<file path="src/rtl/bf16_acc_ctrl.sv">
// BF16 vector accumulator: sums len elements through one BF16 adder
// and presents the sum with a sticky NaN flag on a valid/ready output.

// BF16 adder, round toward zero, subnormals flushed to zero.
// Every NaN result is the single pattern 16'h7F81.
module adder_bf16 (
    input  logic [15:0] a,
    input  logic [15:0] b,
    output logic [15:0] s
);

    logic        a_nan, b_nan, a_inf, b_inf;
    logic        swap;
    logic [15:0] x, y;
    logic [7:0]  mx, my, d;
    logic [15:0] ax, ay;
    logic [16:0] sum, norm;
    logic [4:0]  p;
    logic [9:0]  er;

    // Align the smaller magnitude, add or subtract, then renormalise.
    always_comb begin
        a_nan = (a[14:7] == 8'hFF) && (a[6:0] != 7'h00);
        b_nan = (b[14:7] == 8'hFF) && (b[6:0] != 7'h00);
        a_inf = (a[14:7] == 8'hFF) && (a[6:0] == 7'h00);
        b_inf = (b[14:7] == 8'hFF) && (b[6:0] == 7'h00);
        swap  = b[14:0] > a[14:0];
        x     = swap ? b : a;
        y     = swap ? a : b;
        mx    = (x[14:7] != 8'h00) ? {1'b1, x[6:0]} : 8'h00;
        my    = (y[14:7] != 8'h00) ? {1'b1, y[6:0]} : 8'h00;
        d     = x[14:7] - y[14:7];
        ax    = {mx, 8'h00};
        ay    = (d > 8'd15) ? 16'h0000 : ({my, 8'h00} >> d);
        if (x[15] == y[15])
            sum = {1'b0, ax} + {1'b0, ay};
        else
            sum = {1'b0, ax} - {1'b0, ay};
        p = 5'd0;
        for (int i = 0; i < 17; i++)
            if (sum[i]) p = 5'(i);
        norm = sum << (5'd16 - p);
        er   = {2'b00, x[14:7]} + {5'b00000, p};
        if (a_nan || b_nan || (a_inf && b_inf && (a[15] != b[15])))
            s = 16'h7F81;
        else if (a_inf)
            s = a;
        else if (b_inf)
            s = b;
        else if (sum == 17'h0)
            s = 16'h0000;
        else if (er <= 10'd15)
            s = {x[15], 15'h0000};
        else if (er >= 10'd270)
            s = {x[15], 8'hFF, 7'h00};
        else
            s = {x[15], 8'(er - 10'd15), norm[15:9]};
    end

endmodule

module bf16_acc_ctrl #(
    parameter int LEN_W = 8
) (
    input  logic             clk,
    input  logic             rst,
    input  logic             start,
    input  logic [LEN_W-1:0] len,
    input  logic             in_valid,
    input  logic [15:0]      in_data,
    output logic             in_ready,
    output logic             out_valid,
    output logic [15:0]      out_data,
    input  logic             out_ready,
    output logic             out_nan,
    output logic             busy
);

    typedef enum logic [1:0] {
        IDLE = 2'd0,
        ACC  = 2'd1,
        DONE = 2'd2
    } state_t;

    state_t           state;
    logic [15:0]      acc;
    logic [LEN_W-1:0] cnt;
    logic             nan_f;
    logic [15:0]      sum;
    logic             sum_nan;

    adder_bf16 u_add (
        .a (acc),
        .b (in_data),
        .s (sum)
    );

    assign sum_nan = (sum[14:7] == 8'hFF) && (sum[6:0] != 7'h00);

    // Handshake and status flags decode from state alone.
    assign in_ready  = (state == ACC);
    assign out_valid = (state == DONE);
    assign busy      = (state != IDLE);
    assign out_data  = acc;
    assign out_nan   = nan_f;

    // Control FSM with accumulator, element counter and sticky NaN flag.
    always_ff @(posedge clk) begin
        if (rst) begin
            state <= IDLE;
            acc   <= 16'h0000;
            cnt   <= '0;
            nan_f <= 1'b0;
        end else begin
            case (state)
                IDLE: begin
                    if (start) begin
                        acc   <= 16'h0000;
                        nan_f <= 1'b0;
                        cnt   <= len;
                        state <= (len != '0) ? ACC : DONE;
                    end
                end
                ACC: begin
                    if (in_valid) begin
                        acc   <= sum;
                        cnt   <= cnt - 1'b1;
                        nan_f <= nan_f | sum_nan;
                        if (cnt == {{(LEN_W-1){1'b0}}, 1'b1})
                            state <= DONE;
                    end
                end
                DONE: begin
                    if (out_ready)
                        state <= IDLE;
                end
                default: state <= IDLE;
            endcase
        end
    end

endmodule

</file>
<file path="config.mk">
export PLATFORM = sky130hd
export DESIGN_NAME = bf16_acc_ctrl
export DESIGN_NICKNAME = d
export VERILOG_FILES = /design/src/rtl/bf16_acc_ctrl.sv
export SDC_FILE = /design/constraint.sdc
export NUM_CORES = 1
export LEC_CHECK = 0
export CAP_MARGIN = 20
export CELL_PAD_IN_SITES_DETAIL_PLACEMENT = 1
export CELL_PAD_IN_SITES_GLOBAL_PLACEMENT = 2
export CORE_ASPECT_RATIO = 1.1
export CORE_MARGIN = 2
export CORE_UTILIZATION = 31
export CTS_BUF_LIST = sky130_fd_sc_hd__clkbuf_4 sky130_fd_sc_hd__clkbuf_8
export DETAILED_ROUTE_END_ITERATION = 6
export PLACE_DENSITY = 0.77
export SYNTH_ARGS = -nofsm -noshare
export SYNTH_HDL_FRONTEND = slang
export SYNTH_SLANG_ARGS = --single-unit
</file>
<file path="constraint.sdc">
create_clock -name clk -period 10.38 [get_ports clk]
set_input_delay 1.038 -clock clk [delete_from_list [all_inputs] [get_ports clk]]
set_output_delay 1.038 -clock clk [all_outputs]
set_load 0.005 [all_outputs]
</file>
### Word level (Yosys, flattened, before mapping)

Index checks and enable logic that the tools add are counted.

* magnitude comparators: 4
* muxes and demuxes: 43
* $add $sub $neg: 7
* equality and inequality tests: 13
* shifts and indexed selects: 2
* reductions and logical operators: 24
* bitwise logic cells: 1

Operators with widths (number)
* $mux 16: 9
* $mux 4: 8
* $mux 8: 4
* $pmux 16 s2: 1
* $mux 15: 2
* $eq 8x8->1 const B: 3
* $reduce_bool 8->1: 3
* $reduce_bool 7->1: 3
* $add 16x16->17: 1
* $logic_not 17->1: 1
* $mux 17: 1
* $shl 17x5->16: 1
* $sub 16x16->17: 1
* $pmux 8 s2: 1
* $shr 16x8->16: 1
* $gt 15x15->1: 1
* $logic_not 7->1: 2
* $mux 2: 7
* $mux 3: 4
* $add 8x5->9: 1
* $ge 9x9->1 const B: 1
* $le 9x4->1 const B: 1
* $eq 8x1->1 const B: 1
* $gt 8x4->1 const B: 1
* other kinds (22): 35

* word-level logic and storage cells: 99
* bits of input ports: 29
* register bits after elaboration: 27

### Longest topological paths before layout

* word-level depth: 37
* depth in mapped cells: 53
* depth with buffers taken out: 49

### Hierarchy

A second synthesis with hierarchy kept.

* cells, all modules: 885
* area total of the unflattened synthesis: 6323.6 µm²

By module, submodules not included
* adder_bf16: sequential area each 0.0 µm², cells an instance 735, instances 1, area each 4969.8 µm²
* bf16_acc_ctrl: sequential area each 540.5 µm², cells an instance 150, instances 1, area each 1353.8 µm²

### Worst setup path after synthesis

OpenSTA, ideal clock, no wires.

* kind: in2reg
* start: input in_data[9]
* end: register nan_f, in the netlist out_nan
* arrival time: 10.108 ns
* path slack: 0.144 ns
* library setup time: 0.127 ns
* stages on the path: 45
* cells stage by stage: ha_1 > buf_2 > nand4_2 > or4_1 > buf_2 > o21ai_2 > mux2_2 > a221o_1 > nor3_1 > o211a_1 > clkbuf_1 > nand3_1 > or3_1 > ha_1 > inv_1 > a21oi_1 > o21bai_1 > a21oi_1 > (+9 left out) > inv_1 > ha_1 > a21o_1 > a21oi_1 > o21ai_0 > a21oi_1 > nor2_1 > a21oi_1 > o22ai_1 > a31oi_1 > o21bai_1 > a31oi_1 > nand3_1 > nor2_1 > a32oi_1 > nand2_1 > nor4_1 > a21oi_1

* longest elaborated chain between the ends: 37

Ends and longest elaborated chain
* from (decl): line 70 `input logic [15:0] in_data,`
* branches (longest 31 deep; another with $sub 16x16->17)
* $mux 16 (*): line 44 `if (a_nan || b_nan || (a_inf && b_inf && (a[15] != b[15])))`
* $eq 8x8->1 or $reduce_bool 7->1 (tied branches): line 98 `assign sum_nan = (sum[14:7] == 8'hFF) && (sum[6:0] != 7'h00);`
* $logic_and 1x1->1 (*): line 98
* $or 1x1->1 (*): line 128 `nan_f <= nan_f | sum_nan;`
* $mux 1 (*): line 125 `if (in_valid) begin`
* $pmux 1 s2 (*): line 115 `case (state)`
* to (signal assigned): line 128
* to (decl): line 88 `logic nan_f;`

Every way passes the cells marked *. The select of a mux whose other input is x is not followed.
A chain may end at the register's enable or synchronous reset.

### Final worst setup path

* start: input in_data[5]
* end: register nan_f, in the netlist out_nan

Same word-level chain as after synthesis.

==> results.md <==
* Number of hold buffers added after cts at 0
* Fraction of synthesis flops using an asynchronous set or reset pin at 0
* Final setup viols at 0
* Category of the worst setup path launch point: input pin
* Maximum single-stage delay on the critical path at 0.67 ns
* Path type of the worst setup path: input pin to flip-flop
* Peak clock frequency supported by timing at 0.101 GHz
* Leakage power of the design at 3.32 nW
* Area added between synthesis and finish at 27.5%
* Width of the die at 142 um
* DP Worst Slack at -0.208 ns
* Via count at 8180
* Number of levels in the clock H-tree at 1
* Dominant synthesized flop cell: sky130_fd_sc_hd__dfxtp_1
* Count of pins on the block boundary at 49
* Tmin final at 9.90 ns
* Critical Path Slowest Stage Cell: sky130_fd_sc_hd__or4_4
* Hold path startpoint: cnt[1]$_SDFFE_PP0P_
* Via count of the first global-routing pass at 8295
* Buffers from clock root to sink, at most at 2
* Slew HR at 0.309
* Core area at 20600 um^2
* TritonCTS clock tree: yes
* Height of the chip at 156 um
* Sink count of the clock tree at 27
* Cell type contributing the most total cell area after synthesis: sky130_fd_sc_hd__dfxtp_1
* Status: finished clean
* Post-route setup slack at 0.479 ns
* Last weighted congestion value of the routability-driven placer at 0.915
* Routed wire length per instance at 20.7 um
* Die Outline Area at 22200 um^2
* Cell count after placement at 1339
* Maxcap violations at 0
* Part of the Yosys area used for sequential elements at 0.0830
* Required time of the worst setup path at 10.60 ns
* Count of flip-flops with a built-in enable after synthesis at 0
* Final count of pins violating max slew at 0
* Highest-count cells in the layout ignoring fill and taps: 123 x sky130_fd_sc_hd__buf_4, 105 x sky130_fd_sc_hd__nor2_1, 91 x sky130_fd_sc_hd__nand2_1, 76 x sky130_fd_sc_hd__a21oi_1, 59 x sky130_fd_sc_hd__inv_1
* Hold Crit Class: flip-flop to flip-flop
* Most common library cell in the layout ignoring fill and taps: sky130_fd_sc_hd__buf_4
* Net count after synthesis at 1048
* Drt total wl at 28200 um
* Slew at the pin closest to its max-slew limit at 1.03 ns
* Clk pin slew, worst setup/hold paths at 0.10 ns
* CTS Buf Count at 3
* Cell family contributing the most delay on the critical path: simple AND/OR/NAND/NOR gates
* Setup crit start: in_data[5]
* Overflow left after global routing at 0
* Number of DRC markers in iteration 0 at 495
* Data arrival at the endpoint of the critical path at 10.12 ns
* Fraction of synthesized cell area taken by the top area cell type at 0.0830
* Synthesized area per cell at 6.69 um^2
* Clk Tree Root Cell: sky130_fd_sc_hd__clkbuf_8
* Number of nets in the layout at 1178
* Portion of the clock cycle consumed by the worst path in the final layout at 0.954
* Final sum of negative setup slack at 0 ns
* GRT Resource Usage Total at 0.245
* Number of hold-slack violations in the final timing report at 0
* Antenna fix cells at 0
* Port Buffer Count at 48
* Main area contributors after synthesis: sky130_fd_sc_hd__dfxtp_1 8.3%, sky130_fd_sc_hd__ha_1 8.3%, sky130_fd_sc_hd__a21oi_1 6.2%
* Register bit count reported by yosys at 27
* Maximum number of pins on one net before global-route repair at 28
* Critical path peak fanout at 8
* Total number of placement rows at 55
* Startpoint of the worst-slack reg-to-reg timing path: out_data[3]$_SDFFE_PP0P_
* Library cell appearing most often on the critical path: sky130_fd_sc_hd__buf_4
* Unrepaired setup endpoints after global routing: true
* Total power per unit cell area at 156 nW/um^2
* Antenna Violating Nets Remaining at 0
* Max rail drop VDD at 66.2 uV
* Tightest hold margin at 0.497 ns
* Post-Synthesis Cell Area at 6510 um^2
* Per-cell via count in the routed design at 6.02
* Syn Inst Count at 974
* Number of warnings printed during yosys synthesis at 0
* Starting density of the core at 0.317
* Crit path buf inv count at 5
* Antenna violations before repair at 0
* Clk_lat worst skew at 0.28 ns
* Largest clock skew in the final design at 0.00644 ns
* Number of remaining DRC errors at 0
* Share of layout cells above drive strength 1 at 0.183
* Fin cells at 1359
* First-pass detailed-route iteration total at 5
* HPWL after detailed placement at 22500 um
* Kind of end point of the critical path: flip-flop
* Post-synthesis cell type count at 94
* First-pass GRT wire length at 44400 um
## synth_stat cells (all sizes together) (10+ instances only)
cell type,instances
inv,59
nor2,108
o21ai,63
and3,15
o22ai,10
o31ai,14
nand2,92
a21o,12
clkbuf,36
ha,43
nand4,17
a211oi,16
mux2i,14
a21oi,85
nand2b,11
buf,10
nor3,33
a31oi,20
nand3,35
and2,10
xnor2,17
dfxtp,27
or3,13
nor4,20
a22oi,20
o211ai,24
## per-layer routing
metal,GRT usage,part of all wire
met2,0.433,0.49
met5,0,0
met4,0.0610,0.024
met3,0.0206,0.033
met1,0.320,0.46
## where the power goes
part           internal (W)   total, W  leakage [nW]  switching, W
clock network     0.0000302  0.0000657        0.0262     0.0000354
logic              0.000440    0.00110          3.07      0.000658
registers          0.000115   0.000131         0.220     0.0000159
total              0.000585    0.00129          3.32      0.000709
## logic make-up after synthesis
family	synth area share
and+or+nand+nor	0.303
AOI/OAI and AO/OA	0.375
buffers and inverters	0.0653
adders and majority gates	0.0887
DFF	0.0830
muxes	0.0520
xor gates and xnor gates	0.0323
## final timing paths
check        slack, ns                    to  cells after the start
max               0.48  out_nan$_SDFFE_PP0P_                     44
min               0.50   cnt[1]$_SDFFE_PP0P_                      2
max reg2reg       0.90  out_nan$_SDFFE_PP0P_                     44
min reg2reg       0.50   cnt[1]$_SDFFE_PP0P_                      2
## timing repair
action                                  in CTS  in global routing
endpoints found under the setup margin       0                 13
setup buffers                                0                 16
resized for setup                            0                 52
## area by class of cell
class,instances,area [um^2]
Sequential cell,27,541
Inverter,61,229
Tap cell,256,320
Multi-Input combinational cell,840,5770
Timing Repair Buffer,171,1400
Clock buffer,4,48.8
Fill cell,2645,12300
## stage by stage
| step | power (W) | util | area [um^2] |
|---|---|---|---|
| global placement | 0.00116 | 0.385 | 7930 |
| global route | 0.00140 | 0.404 | 8310 |
| detailed placement | 0.00117 | 0.385 | 7930 |
| finish | 0.00129 | 0.404 | 8310 |
| floorplan | 0.000819 | - | 6520 |
| CTS | 0.00124 | 0.388 | 7980 |
## worst reg2reg max path: cells and delay by family (launching register included)
family / cells / cell delay [ns]
AO/OA/AOI/OAI: 19 / 3.35
XOR/XNOR: 1 / 0.13
adder cells (fa/ha/maj): 4 / 1.10
buffers and inverters: 5 / 0.73
flip-flops: 1 / 0.62
AND/OR/NAND/NOR: 15 / 3.49
## state kept, by name (all words and copies together), names as in the netlist
register,count
out_data,16
out_nan,1
state,2
cnt,8
Note: power is estimated with default switching activity, not from simulation.
